File: config.mk
export PLATFORM = sky130hd
export DESIGN_NAME = dice_roll_gen
export DESIGN_NICKNAME = d
export VERILOG_FILES = /design/src/rtl/dice_roll_gen.sv
export SDC_FILE = /design/constraint.sdc
export NUM_CORES = 1
export LEC_CHECK = 0
export CAP_MARGIN = 40
export CORE_MARGIN = 2
export CORE_UTILIZATION = 45
export DETAILED_ROUTE_END_ITERATION = 6
export PLACE_DENSITY = 0.8
export SYNTH_ARGS = -nofsm -noshare
export SYNTH_HDL_FRONTEND = slang
export SYNTH_SLANG_ARGS = --single-unit
File: constraint.sdc
create_clock -name clk -period 2.6 [get_ports clk]
set_input_delay 0.39 -clock clk [delete_from_list [all_inputs] [get_ports clk]]
set_output_delay 0.39 -clock clk [all_outputs]
set_load 0.1 [all_outputs]
File: src/rtl/dice_roll_gen.sv
// dice_roll_gen
// -------------
// Upstream stage of the dual-dice game controller. It cleans up the roll
// push-button and spins two dice while the button is held. On release it
// freezes the dice and presents their sum with a one-cycle rb pulse.
//
// Ports:
//   clk      - system clock, all logic on the rising edge
//   rst      - synchronous, active-high reset
//   btn_raw  - asynchronous, bouncy push-button, active-high
//   rb       - one-cycle pulse; sum is valid and stable in this cycle
//   sum      - die_a + die_b (2..12), held until the next settle; 0 after reset
//   die_a    - first die value, 1..6
//   die_b    - second die value, 1..6
//   busy     - high while a roll is in progress (spin, settle, present)
//   roll_cnt - number of completed rolls, wraps modulo 2^CNT_W
//
// Optional build macro: DICE_LFSR_MIX_EN
//   When defined, a free-running 16-bit LFSR decides in which spin cycles
//   die_b advances. When undefined, die_b advances each time die_a wraps
//   from 6 to 1. The port list is the same in both builds.

module dice_roll_gen #(
  parameter int DEBOUNCE_CYCLES = 4,
  parameter int MIN_SPIN        = 8,
  parameter int CNT_W           = 8
) (
  input  logic             clk,
  input  logic             rst,
  input  logic             btn_raw,
  output logic             rb,
  output logic [3:0]       sum,
  output logic [2:0]       die_a,
  output logic [2:0]       die_b,
  output logic             busy,
  output logic [CNT_W-1:0] roll_cnt
);

  localparam int DB_W = $clog2(DEBOUNCE_CYCLES + 1);
  localparam int SP_W = $clog2(MIN_SPIN + 1);

  typedef enum logic [1:0] {
    IDLE    = 2'd0,
    SPIN    = 2'd1,
    SETTLE  = 2'd2,
    PRESENT = 2'd3
  } state_t;

  state_t          state;
  logic            sync1;
  logic            btn_s;
  logic            btn_db;
  logic            btn_db_d;
  logic [DB_W-1:0] db_cnt;
  logic [SP_W-1:0] spin_cnt;
  logic            press;
  logic            die_b_step;
  logic            spin_done;

  // The button is asynchronous to clk. It goes through two flops before
  // anything else looks at it, so metastability cannot reach the rest of
  // the logic.
  always_ff @(posedge clk) begin
    if (rst) begin
      sync1 <= 1'b0;
      btn_s <= 1'b0;
    end else begin
      sync1 <= btn_raw;
      btn_s <= sync1;
    end
  end

  // Debouncer. The debounced level only flips after the synchronised
  // button has disagreed with it for DEBOUNCE_CYCLES cycles in a row.
  // Any agreement restarts the count, so short bounces are swallowed.
  // btn_db_d is kept here as well so the edge detector has the previous level.
  always_ff @(posedge clk) begin
    if (rst) begin
      db_cnt   <= '0;
      btn_db   <= 1'b0;
      btn_db_d <= 1'b0;
    end else begin
      btn_db_d <= btn_db;
      if (btn_s == btn_db) begin
        db_cnt <= '0;
      end else if (db_cnt == DB_W'(DEBOUNCE_CYCLES - 1)) begin
        btn_db <= ~btn_db;
        db_cnt <= '0;
      end else begin
        db_cnt <= db_cnt + 1'b1;
      end
    end
  end

  assign press     = btn_db & ~btn_db_d;
  assign spin_done = (spin_cnt >= SP_W'(MIN_SPIN)) && !btn_db;

`ifdef DICE_LFSR_MIX_EN
  logic [15:0] lfsr;

  // Free-running Fibonacci LFSR (taps 16,14,13,11). It steps every cycle,
  // including in IDLE, so the exact moment of a press changes the outcome.
  always_ff @(posedge clk) begin
    if (rst) begin
      lfsr <= 16'hACE1;
    end else begin
      lfsr <= {lfsr[14:0], lfsr[15] ^ lfsr[13] ^ lfsr[12] ^ lfsr[10]};
    end
  end

  // In this build the LFSR picks which spin cycles move die_b.
  always_comb begin
    die_b_step = lfsr[0];
  end
`else
  // die_b behaves like the tens digit of a counter: it moves one step
  // in the cycle where die_a rolls over from 6 back to 1.
  always_comb begin
    die_b_step = (die_a == 3'd6);
  end
`endif

  function automatic logic [2:0] next_face(input logic [2:0] face);
    return (face == 3'd6) ? 3'd1 : face + 3'd1;
  endfunction

  // Roll sequencer. All outputs are registered here.
  // In SPIN the exit test is made before advancing, so the cycle that
  // decides to leave does not move the dice. spin_cnt saturates at
  // MIN_SPIN, which guarantees the minimum spin and keeps the counter
  // bounded during a long hold.
  // A press that arrives during SETTLE or PRESENT is ignored. By the time
  // IDLE is reached, btn_db_d has caught up, so the edge is gone.
  always_ff @(posedge clk) begin
    if (rst) begin
      state    <= IDLE;
      die_a    <= 3'd1;
      die_b    <= 3'd1;
      sum      <= 4'd0;
      rb       <= 1'b0;
      busy     <= 1'b0;
      roll_cnt <= '0;
      spin_cnt <= '0;
    end else begin
      rb <= 1'b0;
      case (state)
        IDLE: begin
          if (press) begin
            state    <= SPIN;
            spin_cnt <= '0;
            busy     <= 1'b1;
          end
        end
        SPIN: begin
          if (spin_done) begin
            state <= SETTLE;
          end else begin
            die_a <= next_face(die_a);
            if (die_b_step) begin
              die_b <= next_face(die_b);
            end
            if (spin_cnt < SP_W'(MIN_SPIN)) begin
              spin_cnt <= spin_cnt + 1'b1;
            end
          end
        end
        SETTLE: begin
          sum      <= {1'b0, die_a} + {1'b0, die_b};
          rb       <= 1'b1;
          roll_cnt <= roll_cnt + 1'b1;
          state    <= PRESENT;
        end
        PRESENT: begin
          busy  <= 1'b0;
          state <= IDLE;
        end
        default: begin
          busy  <= 1'b0;
          state <= IDLE;
        end
      endcase
    end
  end

endmodule

==> parameters.txt <==
Parameter                              Value

Job
  Max-cap violation count    0

Yosys
  Post-Syn Instances    ~160
  Number of enable flip-flop cells after synthesis    0
  Netlist Area Pre-Place    around 1500 um^2
  Total of warnings raised by yosys    0
  Main synth FF type    sky130_fd_sc_hd__dfxtp_1
  Share of the yosys chip area belonging to registers    approximately 44%
  Netlist cell types    37
  Synth Area per Inst    ~9.5 um^2
  Net count of the mapped netlist    173
  Post-synth ARST share    0%
  Synthesized flop and latch total    33

Setup path
  Worst setup endpoint    roll_cnt[7]
  Setup crit end kind    register
  Terminus of the critical flop-to-flop path    roll_cnt[7]
  Slack of the worst reg-to-reg path    ~0.73 ns
  Data arrival time of the worst path    ~2.1 ns
  CP Class    register to register
  Reg2Reg Launch Point    state[0]
  Worst reg-to-reg path cell count    6
  CP startpoint    state[0]
  CP Data Required Time    roughly 2.8 ns
  Largest fanout of any net on the critical path    13
  Nature of the critical path startpoint    register

Die
  Width of the chip    61.7 um
  Die area    3810 um^2
  Core box area    about 3100 um^2
  Site Rows    20
  # IOs    23
  Die extent in y    roughly 62 um
  Initial cell density of the core    between 40 and 50%

Drt
  DRT Wirelength    around 2800 um
  Wire length the detailed router placed on met1    1190 um
  Number of design rule violations left after detail routing    0
  Number of nets with antenna violations after detailed routing    0
  Top layer reached by signal wires    met4
  Met3 routed wirelength    between 100 and 150 um
  First-pass iteration count of the detailed router    4
  Vias after detailed routing    between 1000 and 1500
  Number of DRC markers after the initial detailed-route iteration    37
  Met2 layer wire length in the routed design    around 1400 um
  WL/cell    12.1 um
  Vias per inst    5.00

CTS
  Number of clock sinks seen by CTS    33
  Largest buffer count on any clock path    2
  Clock transition time at the flip-flop clock pins of the worst setup and hold paths    around 0.09 ns
  Setup bufs post-CTS    0
  Clock root buffer    sky130_fd_sc_hd__clkbuf_4
  Post-cts sizing count    0
  H-tree lvl count    2
  Number of hold buffers added after cts    0
  TritonCTS clock tree    built
  Cts bufs inserted    5
  Source-to-sink clock delay at the later pin of the worst-skew pair    roughly 0.33 ns

STA
  Final worst clock skew    approximately 0.02 ns
  Unrepaired setup endpoints after global routing    no
  Highest Clock Rate    ~0.54 GHz
  Setup violators final    0
  Post-route setup slack    0.732 ns
  Worst Tran Pin Value    ~0.50 ns
  Post-layout min period    around 1.9 ns
  Hold Violations, Final    0
  Max-slew headroom at the worst pin    ~67%
  Pins Over Slew Limit    0
  Share of the cycle needed by the critical path after routing    71.9%
  Summed negative setup slack over all endpoints    0 ns

Global route
  Antenna violations before repair    0
  First-pass GRT wire length    approximately 4800 um
  Global route total overflow    0
  Overall routing resource usage    between 10% and 20%
  Maximum number of pins on one net before global-route repair    18
  Vias in the first global route    around 1100

Placement
  PortBufs    22
  Standard cell area after detailed placement    1710 um^2
  DPL Wire Length    ~2100 um
  Worst setup timing slack at the placement stage    roughly 0.77 ns
  Routability congestion estimate    0.772

Power
  Standby leakage power    a little over 0.7 nW
  PD cells    737 nW/um^2
  Combinational power share    between 30% and 40%
  Int Power    827 uW
  Worst IR Drop VDD    approximately 0.46 mV
  Switching power as a share of total power    37.1%
  Switching power total    just under 500 uW
  Portion of total power attributed to sequential cells    a little over two fifths
  Clk network pwr share    about 25%

Min path
  Hold Crit Class    register to register

Status
  Run status    complete, no violations

Cells and area
  Layout overhead on the synthesized area    19.1%
  Share of layout cells above drive strength 1    between 15 and 20%
  Fin nets    199
  Number of antenna diodes    0
  Final cell area excluding filler cells    1780 um^2
  Final design utilization    57.5%
[synth_stat cells (2+ instances only)]
master,number,area share (%)
sky130_fd_sc_hd__xor2_1,3,1.8
sky130_fd_sc_hd__nand2b_1,8,3.3
sky130_fd_sc_hd__nand2_1,6,1.5
sky130_fd_sc_hd__or3_1,4,1.7
sky130_fd_sc_hd__a21oi_1,7,2.3
sky130_fd_sc_hd__xnor2_1,6,3.5
sky130_fd_sc_hd__ha_1,12,10
sky130_fd_sc_hd__clkbuf_1,3,0.75
sky130_fd_sc_hd__nor3_1,2,0.67
sky130_fd_sc_hd__nor2b_1,5,2.1
sky130_fd_sc_hd__nor2_1,22,5.5
sky130_fd_sc_hd__nand4_1,2,0.84
sky130_fd_sc_hd__mux2i_1,5,3.3
sky130_fd_sc_hd__a211oi_1,3,1.5
sky130_fd_sc_hd__dfxtp_1,33,44
sky130_fd_sc_hd__o21ai_0,5,1.7
sky130_fd_sc_hd__inv_1,11,2.8
[worst min path at each step]
| stage | slack, ns | start | end | cells after the start |
|---|---|---|---|---|
| 6_report | 0.44 | db_cnt[0] | db_cnt[0] | 1 |
| 5_1_grt | 0.47 | db_cnt[0] | db_cnt[0] | 1 |
| 4_1_cts | 0.45 | db_cnt[0] | db_cnt[0] | 1 |
| 3_5_place_dp | 0.43 | sync1 | btn_s | 1 |
| 3_3_place_gp | 0.41 | db_cnt[0] | db_cnt[0] | 1 |
| 2_1_floorplan | 0.40 | db_cnt[0] | db_cnt[0] | 1 |
[logic make-up after synthesis]
group	after synthesis	share of synthesized area [%]
buffers and inverters	15	3.84
multiplexers	6	4.09
XOR/XNOR	9	5.26
flip-flops	33	44.1
adder cells (fa/ha/maj)	13	11.4
AND/OR/NAND/NOR	55	19.0
AO/OA/AOI/OAI	26	12.4
[flip-flops by register name (all words and copies together) (netlist names)]
signal,flops
btn_db,1
busy,1
die_a,3
state,2
roll_cnt,8
btn_db_d,1
btn_s,1
die_b,3
sync1,1
sum,4
rb,1
spin_cnt,4
db_cnt,3
[metrics by stage]
| stage | hold WS [ns] | total power [mW] | std cells |
|---|---|---|---|
| after floorplan | 0.399 | 0.923 | 157 |
| after global placement | 0.407 | 0.991 | 220 |
| after detailed placement | 0.430 | 1.01 | 220 |
| after CTS | 0.446 | 1.33 | 228 |
| after global routing | 0.469 | 1.39 | 228 |
| final | 0.440 | 1.32 | 228 |
[worst max-delay path: stages (launching register included)]
cell and delay, ns:
sky130_fd_sc_hd__dfxtp_1 0.34, sky130_fd_sc_hd__inv_1 0.09, sky130_fd_sc_hd__ha_1 0.47, sky130_fd_sc_hd__nand4_1 0.30
sky130_fd_sc_hd__nor3_1 0.35, sky130_fd_sc_hd__xnor2_1 0.16, sky130_fd_sc_hd__nor2_1 0.05
[placed cells by master (no fill, tap or decap), types with 3 or more instances in the layout]
cell,synthesis,final
sky130_fd_sc_hd__or3_1,4,4
sky130_fd_sc_hd__nor2_1,22,22
sky130_fd_sc_hd__clkbuf_4,0,5
sky130_fd_sc_hd__nand2_1,6,6
sky130_fd_sc_hd__nor2b_1,5,5
sky130_fd_sc_hd__xnor2_1,6,6
sky130_fd_sc_hd__a21oi_1,7,7
sky130_fd_sc_hd__buf_4,0,21
sky130_fd_sc_hd__o21ai_0,5,5
sky130_fd_sc_hd__a211oi_1,3,3
sky130_fd_sc_hd__dfxtp_1,33,33
sky130_fd_sc_hd__xor2_1,3,3
sky130_fd_sc_hd__nand2b_1,8,8
sky130_fd_sc_hd__inv_1,11,11
sky130_fd_sc_hd__mux2i_1,5,5
sky130_fd_sc_hd__ha_1,12,12
[power by group through the flow]
stage	Clock, mW	Combinational [mW]	Sequential, mW
global placement	0	0.406	0.585
CTS	0.333	0.417	0.576
floorplan	0	0.223	0.700
global route	0.349	0.452	0.585
detailed placement	0	0.418	0.587
finish	0.323	0.415	0.577
[routing by layer]
layer,global-route usage [%],up-vias
met1,19.7,535
met4,8.21,0
li1,-,581
met5,0,-
met3,5.59,4
met2,30.8,20
[area by class of cell]
type | count | area [um^2]
fillers | 281 | 1320
multi-input cells | 109 | 779
repair buffers | 23 | 178
clock buffers | 7 | 65.1
well taps | 44 | 55.1
inverters | 11 | 41.3
flip-flops and latches | 33 | 661
clock inverters | 1 | 5.00
Power figures use the tool's default switching activity.
